`config.mk`:
```
export PLATFORM = sky130hd
export DESIGN_NAME = fetch_unit
export DESIGN_NICKNAME = d
export VERILOG_FILES = /design/src/rtl/fetch_unit_pkg.sv /design/src/rtl/fetch_unit_queue.sv /design/src/rtl/fetch_unit.sv
export SDC_FILE = /design/constraint.sdc
export NUM_CORES = 1
export LEC_CHECK = 0
export ABC_AREA = 1
export CELL_PAD_IN_SITES_DETAIL_PLACEMENT = 1
export CELL_PAD_IN_SITES_GLOBAL_PLACEMENT = 2
export CORE_ASPECT_RATIO = 2
export CORE_MARGIN = 3
export CORE_UTILIZATION = 34
export CTS_CLUSTER_SIZE = 16
export DETAILED_ROUTE_END_ITERATION = 8
export PLACE_DENSITY = 0.78
export SYNTH_ARGS = -nofsm -noshare
export SYNTH_HDL_FRONTEND = slang
export SYNTH_SLANG_ARGS = --single-unit
```
`constraint.sdc`:
```
create_clock -name clk -period 4.25 [get_ports clk]
set_input_delay 0.6375 -clock clk [delete_from_list [all_inputs] [get_ports clk]]
set_output_delay 0.6375 -clock clk [all_outputs]
set_load 0.05 [all_outputs]
```
`src/rtl/fetch_unit_pkg.sv`:
```
// Shared constants for the instruction fetch stage: NOP word, default reset PC,
// RV32 field positions and fetch FSM state encodings.
package fetch_unit_pkg;

    localparam logic [31:0] NOP_INST     = 32'h0000_0013;
    localparam logic [31:0] RESET_PC_DEF = 32'h0000_0000;

    localparam int OPC_LSB = 0;
    localparam int RD_LSB  = 7;
    localparam int F3_LSB  = 12;
    localparam int RS1_LSB = 15;
    localparam int RS2_LSB = 20;
    localparam int F7_LSB  = 25;

    typedef enum logic {
        ST_RUN   = 1'b0,
        ST_FLUSH = 1'b1
    } fetch_state_e;

endpackage

```
`src/rtl/fetch_unit_queue.sv`:
```
// fetch_queue: power-of-2 deep synchronous FIFO with single-cycle flush,
// used both for returned {inst, pc} entries and for pcs of requests in flight.
module fetch_queue #(
    parameter int DEPTH = 2,
    parameter int W     = 64
) (
    input  logic                   clk,
    input  logic                   rst_n,
    input  logic                   push,
    input  logic                   pop,
    input  logic                   flush,
    input  logic [W-1:0]           din,
    output logic                   full,
    output logic                   empty,
    output logic [$clog2(DEPTH):0] count,
    output logic [W-1:0]           head
);
    localparam int AW = $clog2(DEPTH);

    logic [W-1:0]  r_mem [DEPTH];
    logic [AW-1:0] r_rd;
    logic [AW-1:0] r_wr;
    logic [AW:0]   r_cnt;
    logic          w_pop;

    assign w_pop = pop && (r_cnt != '0);
    assign full  = (r_cnt == (AW+1)'(DEPTH));
    assign empty = (r_cnt == '0);
    assign count = r_cnt;
    assign head  = r_mem[r_rd];

    always_ff @(posedge clk or negedge rst_n) begin
        if (!rst_n) begin
            r_rd  <= '0;
            r_wr  <= '0;
            r_cnt <= '0;
        end else if (flush) begin
            r_rd  <= '0;
            r_wr  <= '0;
            r_cnt <= '0;
        end else begin
            if (push)  r_wr <= r_wr + 1'b1;
            if (w_pop) r_rd <= r_rd + 1'b1;
            r_cnt <= r_cnt + {{AW{1'b0}}, push} - {{AW{1'b0}}, w_pop};
        end
    end

    // Storage is not reset; head is only observed while count is non-zero.
    always_ff @(posedge clk) begin
        if (push && !flush) r_mem[r_wr] <= din;
    end

    // Upstream credit keeps outstanding+occupancy within DEPTH, so this never fires.
    a_no_overflow: assert property (@(posedge clk) disable iff (!rst_n) !(push && full && !flush));

endmodule

```
`src/rtl/fetch_unit.sv`:
```
// Instruction fetch stage: PC, credit-limited imem requests, in-order instruction queue,
// redirect flush. Define FETCH_BYPASS_EN to forward a response straight to inst when the queue is empty.
module fetch_unit
    import fetch_unit_pkg::*;
#(
    parameter int               XLEN     = 32,
    parameter logic [XLEN-1:0]  RESET_PC = XLEN'(RESET_PC_DEF),
    parameter int               DEPTH    = 2
) (
    input  logic            clk,
    input  logic            rst_n,
    output logic            imem_req_valid,
    output logic [XLEN-1:0] imem_req_addr,
    input  logic            imem_req_ready,
    input  logic            imem_rsp_valid,
    input  logic [31:0]     imem_rsp_data,
    input  logic            redirect_valid,
    input  logic [XLEN-1:0] redirect_pc,
    input  logic            consume,
    output logic            inst_valid,
    output logic [31:0]     inst,
    output logic [XLEN-1:0] inst_pc,
    output logic [6:0]      opcode,
    output logic [2:0]      funct3,
    output logic [6:0]      funct7,
    output logic [4:0]      rd,
    output logic [4:0]      rs1,
    output logic [4:0]      rs2
);
    localparam int CW = $clog2(DEPTH) + 1;

    fetch_state_e       r_state;
    logic [XLEN-1:0]    r_pc;
    logic [XLEN-1:0]    r_last_pc;
    logic [CW-1:0]      r_out;
    logic [CW-1:0]      r_drop;

    logic               w_fire;
    logic               w_rsp_keep;
    logic               w_byp;
    logic [CW-1:0]      w_out_nxt;
    logic [CW:0]        w_used;

    logic               w_dq_push;
    logic               w_dq_pop;
    logic               w_dq_full;
    logic               w_dq_empty;
    logic [CW-1:0]      w_dq_cnt;
    logic [XLEN+31:0]   w_dq_head;

    logic               w_pcq_full;
    logic               w_pcq_empty;
    logic [CW-1:0]      w_pcq_cnt;
    logic [XLEN-1:0]    w_pcq_head;
    logic               w_unused;

    // Credit counts words in flight plus words buffered, so a response always has a slot.
    assign w_used         = {1'b0, r_out} + {1'b0, w_dq_cnt};
    assign imem_req_valid = rst_n && (r_state == ST_RUN) && !redirect_valid
                            && (w_used < (CW+1)'(DEPTH));
    assign imem_req_addr  = r_pc;
    assign w_fire         = imem_req_valid && imem_req_ready;
    assign w_out_nxt      = r_out + CW'(w_fire) - CW'(imem_rsp_valid);
    assign w_rsp_keep     = imem_rsp_valid && (r_drop == '0) && !redirect_valid;

`ifdef FETCH_BYPASS_EN
    assign w_byp = w_dq_empty && w_rsp_keep;
`else
    assign w_byp = 1'b0;
`endif

    assign w_dq_push = w_rsp_keep && !(w_byp && consume);
    assign w_dq_pop  = consume && !w_dq_empty && !redirect_valid;

    fetch_queue #(.DEPTH(DEPTH), .W(XLEN+32)) u_dq (
        .clk   (clk),
        .rst_n (rst_n),
        .push  (w_dq_push),
        .pop   (w_dq_pop),
        .flush (redirect_valid),
        .din   ({imem_rsp_data, w_pcq_head}),
        .full  (w_dq_full),
        .empty (w_dq_empty),
        .count (w_dq_cnt),
        .head  (w_dq_head)
    );

    // Addresses of live requests; only responses that will be kept consume an entry.
    fetch_queue #(.DEPTH(DEPTH), .W(XLEN)) u_pcq (
        .clk   (clk),
        .rst_n (rst_n),
        .push  (w_fire),
        .pop   (w_rsp_keep),
        .flush (redirect_valid),
        .din   (r_pc),
        .full  (w_pcq_full),
        .empty (w_pcq_empty),
        .count (w_pcq_cnt),
        .head  (w_pcq_head)
    );

    assign w_unused = ^{w_dq_full, w_pcq_full, w_pcq_empty, w_pcq_cnt};

    assign inst_valid = !w_dq_empty || w_byp;
    assign inst       = !w_dq_empty ? w_dq_head[XLEN+31:XLEN] : (w_byp ? imem_rsp_data : NOP_INST);
    assign inst_pc    = !w_dq_empty ? w_dq_head[XLEN-1:0]     : (w_byp ? w_pcq_head    : r_last_pc);

    assign opcode = inst[OPC_LSB +: 7];
    assign rd     = inst[RD_LSB  +: 5];
    assign funct3 = inst[F3_LSB  +: 3];
    assign rs1    = inst[RS1_LSB +: 5];
    assign rs2    = inst[RS2_LSB +: 5];
    assign funct7 = inst[F7_LSB  +: 7];

    always_ff @(posedge clk or negedge rst_n) begin
        if (!rst_n) begin
            r_state   <= ST_RUN;
            r_pc      <= RESET_PC;
            r_last_pc <= RESET_PC;
            r_out     <= '0;
            r_drop    <= '0;
        end else begin
            r_last_pc <= inst_pc;
            r_out     <= w_out_nxt;
            if (redirect_valid) begin
                // Everything still in flight after this cycle belongs to the wrong path.
                r_pc    <= {redirect_pc[XLEN-1:2], 2'b00};
                r_drop  <= w_out_nxt;
                r_state <= (w_out_nxt != '0) ? ST_FLUSH : ST_RUN;
            end else begin
                if (w_fire)
                    r_pc <= r_pc + XLEN'(4);
                if (imem_rsp_valid && (r_drop != '0))
                    r_drop <= r_drop - CW'(1);
                if ((r_state == ST_FLUSH) && (r_drop == '0))
                    r_state <= ST_RUN;
            end
        end
    end

endmodule

```
==> results.yml, run 1 <==
route:
  viasPerCell: 4.718
  drt_pre_antenna_iters: 4
  drt_iter0_markers: 279
  drc: 0
  drt-wirelength-per-cell_um: 17.95
  antenna_violating_nets_post_route: 0
  drt_wl_total_um: 28170
  dr_total_vias: 7402
yosys:
  fraction_of_synthesized_cell_area_taken_by_the_top_area_cell_type: 0.5068
  synthesis.instances: 962
  number_of_library_cell_types_mapped_by_synthesis: 31
  ys_top_cells_by_area: "sky130_fd_sc_hd__edfxtp_1 (51%), sky130_fd_sc_hd__dfrtp_1 (17%), sky130_fd_sc_hd__nand2_1 (8.3%)"
  postSynth.asyncResetShare: 0.2896
  yosys-top-cells-count: "sky130_fd_sc_hd__nand2_1 (240), sky130_fd_sc_hd__edfxtp_1 (184), sky130_fd_sc_hd__a21oi_1 (92), sky130_fd_sc_hd__nor2_1 (83), sky130_fd_sc_hd__dfrtp_1 (75)"
  dominantRegCellSynth: "sky130_fd_sc_hd__edfxtp_1"
  mappedNetlistArea_sq_um: 10900
  yosys.area.top_type: "sky130_fd_sc_hd__edfxtp_1"
  edff_count_synth: 184
  ys_ff_latch: 259
  syn_avg_cell_area_sq_um: 11.33
  ys.warnings.count: 0
  seq_area_frac_synth: 0.6790
  synth_most_common_cell: "sky130_fd_sc_hd__nand2_1"
sta:
  relSlewSlack: 0.3878
  final_min_period_over_clock_period: 0.8784
  setup_violators_final: 0
  max_clock_freq_mhz: 267.9
  totalNegativeSetupSlack_ns: 0
  final_max_slew_viol_count: 0
  hold_viol_final: 0
  finClkSkew_ns: 0.01267
  grt_setup_unrepaired: "false"
  worstMarginPinSlew_ns: 0.9182
  post-route-min-period_ns: 3.733
grt:
  number_of_global_route_vias_before_repair: 8038
  maximum_number_of_pins_on_one_net_before_global_route_repair: 64
  grt_antenna_before_repair: 0
  groute.usage.overall: 0.1623
  globalRouteOverflowTotal: 0
  grt_first_pass_wirelength_um: 44460
setup_path:
  cp_num_buf_inv: 3
  r2r_slack_ns: 1.68
  critPathRequiredTime_ns: 3.61
  critPathMaxFanout: 32
  critical-path-slowest-cell: "sky130_fd_sc_hd__clkdlybuf4s50_1"
  critical_path_class: "reg2out"
  critical-path-top-delay-family: "buffers and inverters"
  timing.critical_path.arrival_ns: 3.10
  crit_path_cell_trace: "nor2_4 -> buf_4 -> buf_4 -> a21oi_1 -> a21oi_1 -> clkdlybuf4s50_1"
  critical_path.endpoint_type: "output pin"
  worst_path_largest_cell_delay_ns: 0.87
  startpoint_type: "register"
cts:
  post_cts_buffers: 0
  cts.reportedPaths.clkPinSlew_ns: 0.07
  clock_insertion_delay_worst_skew_ns: 0.52
  htree_levels: 1
  cts_resized: 0
  clock_tree.root_cell: "sky130_fd_sc_hd__clkbuf_16"
  cts-hold-fix-buffers: 1
  cts.path.max_buffers: 3
  numCtsBuffers: 24
  tritoncts_clock_tree: "yes"
  cts_num_sinks: 259
die:
  io_pins: 200
  die_height_um: 259.2
  rows: 92
  die_area_sq_um: 34380
  floorplan.initialDensity: 0.3456
  design.core.area_sq_um: 31540
  dieWidth_um: 132.6
placed_design:
  io_buffers: 195
  place_inst: 1524
  gp_congestion: 0.7660
  place.detailed.hpwl_um: 19490
flow_run:
  drv_cap: 0
pwr:
  power.leakage_nw: 5.223
  power.ir.vdd_worst_mv: 0.2380
  power.density_cell_area_nw_per_um2: 626.0
layout:
  layout-drive-gt1-share: 0.08988
  n_antenna_cell: 0
  fill_cell_count: 3468
  multi_input_comb_area_sq_um: 2868
  seqCellArea_sq_um: 7403
  num-nets-final: 1207
  instances_no_fill: 1569
  finish.utilization: 0.4399
  layout-area-overhead-vs-synth_pct: 27.27
min_path:
  holdCritPathClass: "reg2reg"
run_status:
  outcome: "finished clean"
cell usage in the layout (no fill, tap or decap), types with 3 or more instances in the layout:
master / n
sky130_fd_sc_hd__dfrtp_1: 74
sky130_fd_sc_hd__clkbuf_1: 4
sky130_fd_sc_hd__inv_2: 4
sky130_fd_sc_hd__buf_4: 13
sky130_fd_sc_hd__o21ai_0: 18
sky130_fd_sc_hd__clkinv_1: 3
sky130_fd_sc_hd__ha_1: 8
sky130_fd_sc_hd__nand2_1: 240
sky130_fd_sc_hd__o21bai_1: 8
sky130_fd_sc_hd__nor3_1: 5
sky130_fd_sc_hd__nor2_2: 7
sky130_fd_sc_hd__xnor2_1: 7
sky130_fd_sc_hd__nor2_1: 78
sky130_fd_sc_hd__mux2_2: 30
sky130_fd_sc_hd__nand3_1: 61
sky130_fd_sc_hd__clkbuf_16: 25
sky130_fd_sc_hd__clkinv_2: 5
sky130_fd_sc_hd__a21oi_1: 92
sky130_fd_sc_hd__inv_1: 57
sky130_fd_sc_hd__clkdlybuf4s50_1: 193
sky130_fd_sc_hd__edfxtp_1: 184
sky130_fd_sc_hd__xor2_1: 4
sky130_fd_sc_hd__nor2_4: 4
tightest hold or removal path, cell delays in order (launching register included):
cell and delay (ns):
sky130_fd_sc_hd__dfrtp_1 0.36, sky130_fd_sc_hd__inv_1 0.05, sky130_fd_sc_hd__nor2_1 0.05
registers in the layout (all words and copies together) (netlist names):
register       count
u_pcq.r_wr         1
u_dq.r_rd          1
u_dq.r_wr          1
u_pcq.r_mem       60
u_pcq.r_rd         1
u_pcq.count        2
r_drop             2
u_dq.r_mem       124
u_dq.count         2
imem_req_addr     30
r_last_pc         32
r_out              2
r_state            1
path summary, 6_finish.rpt:
kind	startpoint	depth (start not counted)	to
max	u_dq.count[1]	6	inst_pc[2]
min	r_last_pc[1]	2	r_last_pc[1]
max reg2reg	u_dq.count[0]	12	r_drop[0]
min reg2reg	r_last_pc[1]	2	r_last_pc[1]
max in group asynchronous	rst_n	3	r_last_pc[16]
min in group asynchronous	rst_n	2	r_out[1]
per-stage QoR:
step	hold WS [ns]	instance area (sq um)	setup WS, ns	total power, mW
floorplan	0.3419	10910	0.1888	5.493
global placement	0.4795	13080	1.012	6.576
detailed placement	0.4869	13080	0.9620	6.644
CTS	0.4920	13870	0.3927	8.835
global route	0.5243	13870	0.2829	9.104
finish	0.4984	13870	0.5170	8.686
final cells by class:
cell class	count	share of cell area
clock inverters	15	0.01046
multi-input cells	574	0.2067
clock buffers	29	0.04617
flip-flops and latches	259	0.5336
well taps	423	0.03815
repair buffers	208	0.1484
inverters	61	0.01650
metal layers:
metal	global-route usage	part of all wire	vias up
met3	0.01959	0.033	42
met1	0.1720	0.37	3641
met2	0.3226	0.56	167
li1	-	-	3552
met4	0.05925	0.031	0
met5	0	0	-
cells by family (layout without fill, tap and decap cells):
family / count (synthesis) / count (layout) / synth area share
other cells: 1 / 2 / 0.0003440
xor+xnor: 11 / 11 / 0.008837
compound gates: 120 / 120 / 0.05739
flops: 259 / 259 / 0.6790
simple gates: 402 / 402 / 0.1516
fa+ha+maj: 9 / 9 / 0.01102
buf+inv: 130 / 313 / 0.06083
mux: 30 / 30 / 0.03099
power by group:
part | switching [mW] | internal (mW) | leakage, nW
combinational | 2.33 | 0.965 | 2.29
sequential | 0.181 | 3.06 | 2.55
clock | 0.941 | 1.21 | 0.381
total | 3.45 | 5.23 | 5.22
Power figures use the tool's default switching activity.
==> run 2, diff against run 1 <==
--- a/config.mk
+++ b/config.mk
@@ -11,8 +11,9 @@
 export CORE_ASPECT_RATIO = 2
 export CORE_MARGIN = 3
 export CORE_UTILIZATION = 34
-export CTS_CLUSTER_SIZE = 16
+export CTS_CLUSTER_SIZE = 8
 export DETAILED_ROUTE_END_ITERATION = 8
+export GPL_ROUTABILITY_DRIVEN = 0
 export PLACE_DENSITY = 0.78
 export SYNTH_ARGS = -nofsm -noshare
 export SYNTH_HDL_FRONTEND = slang
==> constraint.sdc (replaced) <==
create_clock -name clk -period 4.25 [get_ports clk]
set_input_delay 0.6375 -clock clk [delete_from_list [all_inputs] [get_ports clk]]
set_output_delay 0.6375 -clock clk [all_outputs]
set_load 0.02 [all_outputs]
==> run 2 against run 1 <==
Maximum frequency rose by 6.3%; first-iteration DRC count rose by 23%; register-to-register slack improved by 0.04 ns.
==> results.yml, run 2 (same netlist as run 1, synthesis figures left out) <==
die:
  io_pins: 200
  rows: 92
  floorplan.initialDensity: 0.3456
  die_height_um: 259.2
  design.core.area_sq_um: 31540
  die_area_sq_um: 34380
  dieWidth_um: 132.6
setup_path:
  critical_path_class: "reg2out"
  critical_path.endpoint_type: "output pin"
  critical_path.startpoint: "u_dq.count[1]"
  startpoint_type: "register"
  critPathMaxFanout: 61
  timing.critical_path.arrival_ns: 2.87
  critical_path.reg2reg.startpoint: "u_dq.count[0]"
  r2r_slack_ns: 1.72
  critPathRequiredTime_ns: 3.61
layout:
  layout-area-overhead-vs-synth_pct: 30.20
  layout.cells.most_common: "sky130_fd_sc_hd__nand2_1"
  num-nets-final: 1219
  largest-register: "u_dq.r_mem"
  layout-drive-gt1-share: 0.09068
  max_reg_flops: 124
  mostFrequentLayoutCells: "sky130_fd_sc_hd__nand2_1 (240), sky130_fd_sc_hd__clkdlybuf4s50_1 (194), sky130_fd_sc_hd__edfxtp_1 (184), sky130_fd_sc_hd__a21oi_1 (92), sky130_fd_sc_hd__nor2_1 (78)"
  regs_by_ff_count: "u_dq.r_mem x124, u_pcq.r_mem x60, r_last_pc x32"
pwr:
  power.density_cell_area_nw_per_um2: 593.6
  power.leakage_nw: 5.359
  p_total_mw: 8.426
  power.ir.vdd_worst_mv: 0.2744
grt:
  number_of_global_route_vias_before_repair: 8079
  grt_antenna_before_repair: 1
  maximum_number_of_pins_on_one_net_before_global_route_repair: 76
  groute.usage.overall: 0.1651
  grt_first_pass_wirelength_um: 44670
  globalRouteOverflowTotal: 0
sta:
  min_setup_slack_post_route_ns: 0.7383
  grt_setup_unrepaired: "false"
  hold_viol_final: 0
  final_max_slew_viol_count: 0
  finClkSkew_ns: 0.01769
  post-route-min-period_ns: 3.512
  max_clock_freq_mhz: 284.8
  worstMarginPinSlew_ns: 1.120
  setup_violators_final: 0
  totalNegativeSetupSlack_ns: 0
  relSlewSlack: 0.2536
  final_min_period_over_clock_period: 0.8263
placed_design:
  io_buffers: 195
  place.detailed.hpwl_um: 18950
  detailedPlace.worstSlack_ns: 1.186
route:
  drt_iter0_markers: 343
  dr_total_vias: 7472
  drt_wl_total_um: 28400
  drc: 0
  viasPerCell: 4.691
  antenna_violating_nets_post_route: 0
  drt-wirelength-per-cell_um: 17.83
  drt_pre_antenna_iters: 4
cts:
  numCtsBuffers: 38
  cts_num_sinks: 259
  htree_levels: 2
  cts-hold-fix-buffers: 0
  cts.reportedPaths.clkPinSlew_ns: 0.05
  cts_resized: 0
  cts.path.max_buffers: 3
  tritoncts_clock_tree: "yes"
  clock_tree.root_cell: "sky130_fd_sc_hd__clkbuf_16"
  post_cts_buffers: 0
  clock_insertion_delay_worst_skew_ns: 0.52
flow_run:
  drv_cap: 0
min_path:
  holdCritPathClass: "in2async"
run_status:
  outcome: "finished clean"
==> run 2: cell count changes in the layout (fill, tap and decap cells not counted), sizes merged <==
cell           previous run  this run
clkinvlp                  2         1
bufinv                    2         0
clkinv                   11         2
clkbuf                   29        66
buf                      14        12
diode                     0         1
dlygate4sd3               1         0
clkdlybuf4s50           193       194
==> run 2: worst max-delay path, cell delays in order (launching register included) <==
cell                              delay [ns]
sky130_fd_sc_hd__dfrtp_1                0.44
sky130_fd_sc_hd__nor2_4                 0.14
sky130_fd_sc_hd__buf_4                  0.59
sky130_fd_sc_hd__a21oi_1                0.09
sky130_fd_sc_hd__a21oi_1                0.37
sky130_fd_sc_hd__clkdlybuf4s50_1        0.69
==> run 2: layer usage <==
metal / global-route usage / up-vias / part of all wire
met5: 0 / - / 0
met4: 0.07428 / 0 / 0.040
met3: 0.02521 / 58 / 0.032
met2: 0.3177 / 181 / 0.56
met1: 0.1748 / 3654 / 0.37
li1: - / 3579 / -
==> run 2: area by class of cell <==
cell class / count / area [sq um]
fillers: 3461 / 17350
diodes: 1 / 2.502
well taps: 423 / 529.3
clock inverters: 3 / 40.04
inverters: 61 / 229.0
clock buffers: 66 / 1077
repair buffers: 206 / 2044
multi-input cells: 574 / 2868
flip-flops and latches: 259 / 7403
==> run 2: path summary, 6_finish.rpt <==
kind                                       to  cells after the start
max                               inst_pc[15]                      5
min                                  r_out[0]                      2
max reg2reg                u_pcq.r_mem[0][28]                      7
min reg2reg                      r_last_pc[0]                      2
max in group asynchronous           u_dq.r_rd                      2
min in group clk                 r_last_pc[0]                      2
==> run 2: stage by stage <==
stage | utilization | hold WS, ns | cells | cell area (sq um)
after floorplan | - | 0.3419 | 963 | 10910
after global placement | 0.4145 | 0.4774 | 1523 | 13070
after detailed placement | 0.4145 | 0.4851 | 1523 | 13070
after CTS | 0.4499 | 0.4549 | 1592 | 14190
after global routing | 0.4500 | 0.4767 | 1593 | 14190
final | 0.4500 | 0.4015 | 1593 | 14190
==> run 2: report_power, final <==
part	leakage (nW)	total (mW)	internal [mW]	switching (mW)
Sequential	2.55	3.25	3.07	0.179
Clock	0.526	2.76	1.71	1.05
Combinational	2.28	2.42	0.969	1.45
Total	5.36	8.43	5.75	2.68
